<file path="config.mk">
export PLATFORM = sky130hd
export DESIGN_NAME = full_subtractor
export DESIGN_NICKNAME = d
export VERILOG_FILES = /design/src/rtl/full_subtractor.sv
export SDC_FILE = /design/constraint.sdc
export NUM_CORES = 1
export LEC_CHECK = 0
export ABC_AREA = 1
export CAP_MARGIN = 15
export CORE_MARGIN = 8
export CORE_UTILIZATION = 39
export DETAILED_ROUTE_END_ITERATION = 7
export PLACE_DENSITY = 0.71
export SLEW_MARGIN = 15
export SYNTH_ARGS = -nofsm -noshare
export SYNTH_HDL_FRONTEND = slang
export SYNTH_SLANG_ARGS = --single-unit
</file>
<file path="constraint.sdc">
create_clock -name clk -period 1.4 [get_ports clk]
set_input_delay 0.42 -clock clk [delete_from_list [all_inputs] [get_ports clk]]
set_output_delay 0.42 -clock clk [all_outputs]
set_load 0.02 [all_outputs]
</file>
<file path="src/rtl/full_subtractor.sv">
// Single-bit full subtractor (x - y - z) with combinational outputs, a registered
// copy of both results and a saturating count of borrow cycles.
module full_subtractor (
    input  logic       clk,
    input  logic       rst,
    input  logic       x,
    input  logic       y,
    input  logic       z,
    output logic       difference,
    output logic       borrow,
    output logic       difference_q,
    output logic       borrow_q,
    output logic [7:0] borrow_count
);

    localparam logic [7:0] COUNT_MAX = 8'd255;

    // Zero-delay path into the next stage of a ripple chain; never gated by clk or rst.
    assign difference = x ^ y ^ z;
    assign borrow     = (~x & y) | (~x & z) | (y & z);

    // NOTE: registered state uses non-blocking assignments so every flop samples pre-edge values.
    always_ff @(posedge clk or posedge rst) begin
        if (rst) begin
            difference_q <= 1'b0;
            borrow_q     <= 1'b0;
            borrow_count <= 8'd0;
        end else begin
            difference_q <= difference;
            borrow_q     <= borrow;
            if (borrow && (borrow_count != COUNT_MAX))
                borrow_count <= borrow_count + 8'd1;
        end
    end

endmodule

</file>
==> impl_metrics.ini, run 1 <==
[outcome]
outcome = finished, violations left
failing_checks = negative setup slack

[timing]
maxSlewHeadroom = 0.7327
timing.hold.ws_ns = 0.4292
final-hold-violation-count = 0
finalClockSkew_ns = 0.001751
worst_pin_slew_ns = 0.4005
final_critical_path_setup_slack_ns = -0.2585
final.period_utilization = 1.185
rsz0062_at_grt = true
number_of_endpoints_failing_setup_at_the_final_stage = 2
max_freq_ghz = 0.6029
slew_violations = 0
fin_crit_ns = 1.659

[cells_and_area]
antenna_cells = 0
layout.cells.non_filler = 120
layout-drive-gt1-share = 0.3333
utilization = 0.6638
area_growth_syn_to_fin_pct = 58.14
layout.nets = 113
finish.instance_area_um2 = 874.6
num-fill-cells = 109

[critical_path]
cp_common_cell = buf_6
timing.critical_path.buf_inv = 3
crit_required_ns = 0.98
cp_cell_sequence = buf_6, fa_2, inv_2, buf_6
timing.critical_path.fanout_max = 2
max_stage_delay_ns = 0.56
critical_path.endpoint_type = primary output
critical-path-slowest-cell = fa_2
cp-start-kind = primary input
timing.reg2reg.setup_slack_ns = 0.09
cp_top_delay_family = adder cells
cp_data_arrival_time_ns = 1.24
critPathKind = primary input to primary output

[pwr]
power_switching_share = 0.3691
power.leakage_nw = 0.4565
pwr-share-clk = 0.212
internal_power_of_the_cells_mw = 0.7960
combinationalPowerShare = 0.480
maximum_resistive_drop_on_vdd_v = 0.001049
power.density_cell_area_nw_per_um2 = 1443
power.net_switching_mw = 0.4658
pwr-share-seq = 0.308

[cts]
clock_sinks = 10
clkLatencyLatePin_ns = 0.27
clk_transition_reported_paths_ns = 0.07
cts_made_buffers = 3
ctsLongestPathBuffers = 2
tritoncts_clock_tree = built
cts_htree_levels = 1
cts-root-buf = clkbuf_4

[placed_design]
buffer_ports.inserted = 16
placement.cell_area_um2 = 814.5
routabilityCongestion = 0.8194
inst_count_dp = 113
pre_cts_ws_ns = -1.077
hpwlAfterDp_mm = 1.017

[drt]
drt_wl_total_mm = 1.364
antenna_violating_nets_post_route = 0
post-route-drc-count = 0
wl_per_cell_um = 11.37
drt-pass1-iter-count = 4
detailroute.via_count = 543
drt-vias-per-instance = 4.525
drtIter0Drc = 6

[floorplanning]
die_area_um2 = 2879
starting_density = 0.4198
die-width_um = 53.66
core_area_um2 = 1318
design.portCount = 17
count_of_standard_cell_rows = 13
die-height_um = 53.66

[grt]
groute.usage.overall = 0.1041
grt_antenna_before_repair = 0
grt_start_max_net_pins = 11
globalRoute.totalOverflow = 0
number_of_global_route_vias_before_repair = 546
first_pass_grt_wire_length_mm = 2.201

[synth]
synthesized_netlist_net_count = 78
synthesis.instances = 71
synthesis.area_um2 = 553.0
yosysSeqAreaShare = 0.4525
synth_cell_type_count = 15
syn_area_per_cell_um2 = 7.789
ys_seq_elements = 10
yosys_warnings = 0

[worst_hold_path]
hold_path.class = primary input to async pin

[job]
maxCapViolCount = 0
## placed cells by master, fill, tap and decap left out, drive strengths merged, types with 2 or more instances in the layout
master         Yosys  routed
clkbuf             0       6
o21ai              2       2
nand3              3       3
nand2             35      36
buf                0      18
dfrtp             10      10
inv               10      10
xor2               2       2
clkdlybuf4s15      0       8
nor2               6       6
## sequential cells by signal, indices dropped and copies added (netlist names)
signal	cells
borrow_q	1
difference_q	1
borrow_count	8
## cell type report
| type | instances | area [µm²] | share of cell area |
|---|---|---|---|
| Sequential cell | 10 | 250.2 | 0.2861 |
| Clock buffer | 4 | 36.28 | 0.04149 |
| Inverter | 10 | 40.04 | 0.04578 |
| Tap cell | 15 | 18.77 | 0.02146 |
| Timing Repair Buffer | 29 | 257.7 | 0.2947 |
| Multi-Input combinational cell | 52 | 271.5 | 0.3104 |
## metrics by stage
step | power [mW] | TNS [ns]
after floorplan | 0.7009 | -0.1870
after global placement | 1.005 | -6.032
after detailed placement | 1.014 | -6.293
after CTS | 1.279 | -0.3114
after global routing | 1.342 | -0.3442
final | 1.262 | -0.3265
## kinds of logic (layout without fill, tap and decap cells)
logic type	after synthesis	in the layout	share of synthesized area
buffers and inverters	10	43	0.07240
DFF	10	10	0.4525
xor gates and xnor gates	3	3	0.04752
and+or+nand+nor	44	45	0.3507
adders and majority gates	2	2	0.05882
AOI/OAI and AO/OA	2	2	0.01810
## metal layers
layer / vias up / track usage / share of wire
met3: 5 / 0.03306 / 0.068
met1: 237 / 0.1063 / 0.44
met4: 0 / 0.07563 / 0.028
met5: - / 0 / 0
met2: 17 / 0.1758 / 0.47
li1: 284 / - / -
## synthesized netlist by cell type, drive strengths merged
| cell type | number | area share |
|---|---|---|
| xnor2 | 1 | 0.016 |
| o21ai | 2 | 0.018 |
| dfrtp | 10 | 0.45 |
| nand2 | 35 | 0.26 |
| ha | 1 | 0.023 |
| nor2 | 6 | 0.063 |
| nand3 | 3 | 0.027 |
| fa | 1 | 0.036 |
| inv | 10 | 0.072 |
| xor2 | 2 | 0.032 |
## power by group through the flow
stage | registers (mW) | clock network (mW) | logic, mW
after detailed placement | 0.395 | 0 | 0.620
after CTS | 0.389 | 0.275 | 0.614
after global placement | 0.390 | 0 | 0.615
final | 0.389 | 0.268 | 0.605
after floorplan | 0.519 | 0 | 0.182
after global routing | 0.397 | 0.281 | 0.664
## timing repair
action / in CTS / in global routing
setup buffers: 5 / 1
pin swaps: 1 / 2
cloned: 0 / 1
hold buffers: 0 / 0
setup endpoints to repair: 21 / 11
gates resized for setup: 46 / 6
## worst paths after layout
kind                            cells after the start       startpoint               to
worst max-delay path                                4                z       difference
worst min-delay path                                2              rst     difference_q
worst max register to register                      9  borrow_count[0]  borrow_count[0]
worst min register to register                      3  borrow_count[5]  borrow_count[5]
max in group asynchronous                           2              rst  borrow_count[2]
min in group clk                                    3                y         borrow_q
Note: power is estimated with default switching activity, not from simulation.
==> inputs of run 2 (changes only) <==
--- a/config.mk
+++ b/config.mk
@@ -12,4 +12,5 @@
 export DETAILED_ROUTE_END_ITERATION = 7
 export PLACE_DENSITY = 0.71
+export REMOVE_ABC_BUFFERS = 1
 export SLEW_MARGIN = 15
 export SYNTH_ARGS = -nofsm -noshare
==> constraint.sdc (replaced) <==
create_clock -name clk -period 1.4 [get_ports clk]
set_input_delay 0.21 -clock clk [delete_from_list [all_inputs] [get_ports clk]]
set_output_delay 0.21 -clock clk [all_outputs]
set_load 0.02 [all_outputs]
==> impl_metrics.ini, run 2 (synthesized netlist as in run 1, its figures left out) <==
[cells_and_area]
final_cell_mix = 32 x nand2_1, 12 x dlygate4sd2_1, 10 x dfrtp_1
regMostFlops = borrow_count
layout-drive-gt1-share = 0.2245
antenna_cells = 0
layout.nets = 107
layout.cells.non_filler = 113
mostFrequentLayoutCell = nand2_1
area_growth_syn_to_fin_pct = 44.34
reg_top3 = borrow_count: 8 flops, borrow_q: 1 flops, difference_q: 1 flops
finish.instance_area_um2 = 798.3
number_of_flip_flops_under_the_largest_register_name = 8

[drt]
drt-vias-per-instance = 4.681
wl_per_cell_um = 11.22
drt_wl_total_mm = 1.268
drtIter0Drc = 7
antenna_violating_nets_post_route = 0
detailroute.via_count = 529
post-route-drc-count = 0
drt-pass1-iter-count = 4

[floorplanning]
die-height_um = 53.66
die_area_um2 = 2879
core_area_um2 = 1318
starting_density = 0.4198
die-width_um = 53.66
count_of_standard_cell_rows = 13
design.portCount = 17

[pwr]
fin_total_pwr_mw = 1.118
power.density_cell_area_nw_per_um2 = 1401
maximum_resistive_drop_on_vdd_v = 0.0009862
power.leakage_nw = 0.4405

[cts]
cts-root-buf = clkbuf_4
clk_transition_reported_paths_ns = 0.06
tritoncts_clock_tree = built
clock_sinks = 10
ctsLongestPathBuffers = 2
cts_made_buffers = 3
cts_htree_levels = 1
clkLatencyLatePin_ns = 0.26

[timing]
finalClockSkew_ns = 0.004669
fin_crit_ns = 1.371
max_freq_ghz = 0.7292
maxSlewHeadroom = 0.7401
final.period_utilization = 0.9795
worst_pin_slew_ns = 0.3894
final_tns_setup_ns = 0
slew_violations = 0
final-hold-violation-count = 0
number_of_endpoints_failing_setup_at_the_final_stage = 0
rsz0062_at_grt = false
timing.hold.ws_ns = 0.2420

[placed_design]
hpwlAfterDp_mm = 1.000
routabilityCongestion = 0.7960
inst_count_dp = 109
placement.cell_area_um2 = 784.5
buffer_ports.inserted = 16

[grt]
groute.usage.overall = 0.1008
globalRoute.totalOverflow = 0
first_pass_grt_wire_length_mm = 2.208
grt_start_max_net_pins = 11
number_of_global_route_vias_before_repair = 521
grt_antenna_before_repair = 0

[worst_hold_path]
hold_path.class = primary input to async pin

[job]
maxCapViolCount = 0

[critical_path]
critPathKind = primary input to primary output
timing.critical_path.fanout_max = 2
cp_data_arrival_time_ns = 1.16
crit_required_ns = 1.19
reg2reg_from = borrow_count[1]
max_stage_delay_ns = 0.54
r2r.worst_path.cells = 8
cp-start-kind = primary input
terminus_of_the_critical_flop_to_flop_path = borrow_count[5]
timing.reg2reg.setup_slack_ns = 0.17
cp_common_cell = inv_2
critical_path.endpoint_type = primary output
critical-path-slowest-cell = fa_1
cp_cell_sequence = dlygate4sd2_1, inv_2, fa_1, inv_2, buf_6

[outcome]
outcome = complete, no violations
-- run 2: cell types whose count changed in the layout (fill, tap and decap cells not counted), sizes merged --
cell	change
clkbuf	-3
clkdlybuf4s15	-8
dlymetal6s2s	+1
dlygate4sd2	+12
buf	-8
nand2	-1
-- run 2: how the worst max path moves through the flow --
stage	start	endpoint	slack, ns	depth (start not counted)
finish	x	difference	0.03	5
global route	x	difference	0.002	5
CTS	y	difference	0.01	4
detailed placement	x	difference	-0.63	5
global placement	x	difference	-0.62	5
floorplan	borrow_count[0]	borrow_count[3]	0.04	8
-- run 2: cell type report --
cell class,instances,area (µm²)
repair buffers,24,203.9
well taps,15,18.77
inverters,10,40.04
clock buffers,3,22.52
flip-flops and latches,10,250.2
multi-input cells,51,262.8
fillers,126,519.2
-- run 2: through the flow --
stage               utilization  worst slack [ns]
CTS                      0.6040           0.01005
global route             0.6059          0.001749
detailed placement       0.5954           -0.6310
global placement         0.5954           -0.6180
floorplan                     -           0.04487
finish                   0.6059           0.02867
-- run 2: power by group --
| group | internal, mW | switching, mW | leakage [nW] | total (mW) |
|---|---|---|---|---|
| registers | 0.356 | 0.0486 | 0.123 | 0.404 |
| logic | 0.228 | 0.298 | 0.303 | 0.527 |
| clock network | 0.0988 | 0.0884 | 0.0138 | 0.187 |
-- run 2: per-layer routing --
metal | wire length (µm) | up-vias | share of wire | GRT usage
met4 | 4 | 0 | 0.0032 | 0.05042
met5 | 0 | - | 0 | 0
met2 | 593 | 22 | 0.47 | 0.1738
met1 | 553 | 236 | 0.44 | 0.1081
met3 | 117 | 2 | 0.092 | 0.03306
li1 | - | 269 | - | -
-- run 2: critical path, delay by kind of cell --
family / cells / cell delay [ns]
adders and majority gates: 1 / 0.54
buffers and inverters: 4 / 0.40
-- run 2: what timing repair did --
item                                    CTS  global route
resized for setup                        23             2
setup buffers                             1             0
hold endpoints to repair                  0             0
pin swaps                                 1             1
hold buffers                              0             0
endpoints found under the setup margin   18             2
==> inputs of run 3 (changes only) <==
SETUP_SLACK_MARGIN = 0.3   (was not set)
==> impl_metrics.ini, run 3 (synthesized netlist as in run 1, its figures left out) <==
[outcome]
outcome = complete, no violations

[critical_path]
timing.critical_path.fanout_max = 2
crit_required_ns = 1.19
cp-start-kind = primary input
critical_path.endpoint_type = primary output
cp_data_arrival_time_ns = 1.02
critPathKind = primary input to primary output

[cells_and_area]
multiInputGateArea_um2 = 279.0
antenna_cells = 0
num-fill-cells = 125
regMostFlops = borrow_count
layout-drive-gt1-share = 0.4118
mostFrequentLayoutCell = nand2_1
layout.nets = 111
final_cell_mix = 32 x nand2_1, 11 x buf_4, 10 x dfrtp_1
area_growth_syn_to_fin_pct = 48.64
reg_top3 = borrow_count: 8 flops, borrow_q: 1 flops, difference_q: 1 flops
number_of_flip_flops_under_the_largest_register_name = 8
ff_latch_area_um2 = 250.2
utilization = 0.6239

[placed_design]
routabilityCongestion = 0.7960
buffer_ports.inserted = 16
pre_cts_ws_ns = -0.6310
hpwlAfterDp_mm = 1.000

[timing]
worst_pin_slew_ns = 0.3923
timing.hold.ws_ns = 0.2385
final_tns_setup_ns = 0
slew_violations = 0
finalClockSkew_ns = 0.005586
number_of_endpoints_failing_setup_at_the_final_stage = 0
fin_crit_ns = 1.235
rsz0062_at_grt = true
final.period_utilization = 0.8821
max_freq_ghz = 0.8098
final-hold-violation-count = 0
final_critical_path_setup_slack_ns = 0.1651
maxSlewHeadroom = 0.7382

[cts]
cts-root-buf = clkbuf_4
cts_htree_levels = 1
clk_transition_reported_paths_ns = 0.06
cts_made_buffers = 3
tritoncts_clock_tree = built
post_cts_hold_buffer_count = 0
ctsLongestPathBuffers = 2
clock_sinks = 10
clkLatencyLatePin_ns = 0.27

[grt]
first_pass_grt_wire_length_mm = 2.387
number_of_global_route_vias_before_repair = 565
globalRoute.totalOverflow = 0
grt_antenna_before_repair = 0
groute.usage.overall = 0.1102
grt_start_max_net_pins = 11

[pwr]
pwr-share-seq = 0.337
fin_total_pwr_mw = 1.204
pwr-share-clk = 0.162
combinationalPowerShare = 0.501
maximum_resistive_drop_on_vdd_v = 0.0009122
power.density_cell_area_nw_per_um2 = 1464
power.leakage_nw = 0.4413
internal_power_of_the_cells_mw = 0.7334
power.net_switching_mw = 0.4702
power_switching_share = 0.3906

[drt]
drt-pass1-iter-count = 4
post-route-drc-count = 0
antenna_violating_nets_post_route = 0
drt_wl_total_mm = 1.412
wl_per_cell_um = 12.07
detailroute.via_count = 545
drtIter0Drc = 5
drt-vias-per-instance = 4.658

[floorplanning]
die-width_um = 53.66
die_area_um2 = 2879
starting_density = 0.4198
count_of_standard_cell_rows = 13
core_area_um2 = 1318
die-height_um = 53.66
design.portCount = 17

[worst_hold_path]
hold_path.class = primary input to async pin

[job]
maxCapViolCount = 0
-- run 3: cell count changes in the layout (fill, tap and decap cells not counted), moves of 2 or more --
| cell | change |
|---|---|
| buf_4 | +3 |
| buf_6 | +5 |
| buf_2 | +7 |
| o21ai_1 | +2 |
| o21ai_0 | -2 |
| dlygate4sd2_1 | -12 |
-- run 3: power by group through the flow --
stage | registers [mW] | logic [mW] | clock network (mW)
floorplan | 0.519 | 0.180 | 0
global route | 0.415 | 0.660 | 0.207
detailed placement | 0.410 | 0.569 | 0
global placement | 0.408 | 0.560 | 0
finish | 0.406 | 0.603 | 0.195
CTS | 0.398 | 0.565 | 0.199
-- run 3: what timing repair did --
item                       CTS  global route
gates resized for setup     64            12
gates cloned                 1             0
buffers inserted             4             0
pin swaps                    7             3
setup endpoints to repair   22            15
-- run 3: final cells by class --
class / instances / area share
multi-input cells: 52 / 0.3394
repair buffers: 27 / 0.2572
clock buffers: 3 / 0.02740
flip-flops and latches: 10 / 0.3044
inverters: 10 / 0.04871
well taps: 15 / 0.02283
-- run 3: final timing paths --
path | start | to | slack [ns] | depth (start not counted)
setup / recovery | y | difference | 0.17 | 4
max in group asynchronous | rst | borrow_count[0] | 0.88 | 2
hold reg to reg | borrow_count[4] | borrow_count[4] | 0.60 | 2
hold / removal | rst | difference_q | 0.24 | 2
min in group clk | y | borrow_q | 0.42 | 3
setup reg to reg | borrow_count[0] | borrow_count[5] | 0.22 | 8
-- run 3: worst max-delay path: stages --
cell and delay (ns):
buf_6 0.09, fa_2 0.56, inv_2 0.04, buf_6 0.12
-- run 3: layer usage --
metal,vias up,routed length (µm),global-route usage
li1,277,-,-
met1,248,570,0.1145
met2,18,700,0.1973
met3,2,123,0.03581
met4,0,17,0.05042
met5,-,0,0
-- run 3: through the flow --
step / area (µm²) / instances
3_3_place_gp: 784.5 / 109
4_1_cts: 804.5 / 117
3_5_place_dp: 784.5 / 109
2_1_floorplan: 553.0 / 71
5_1_grt: 822.0 / 117
6_report: 822.0 / 117
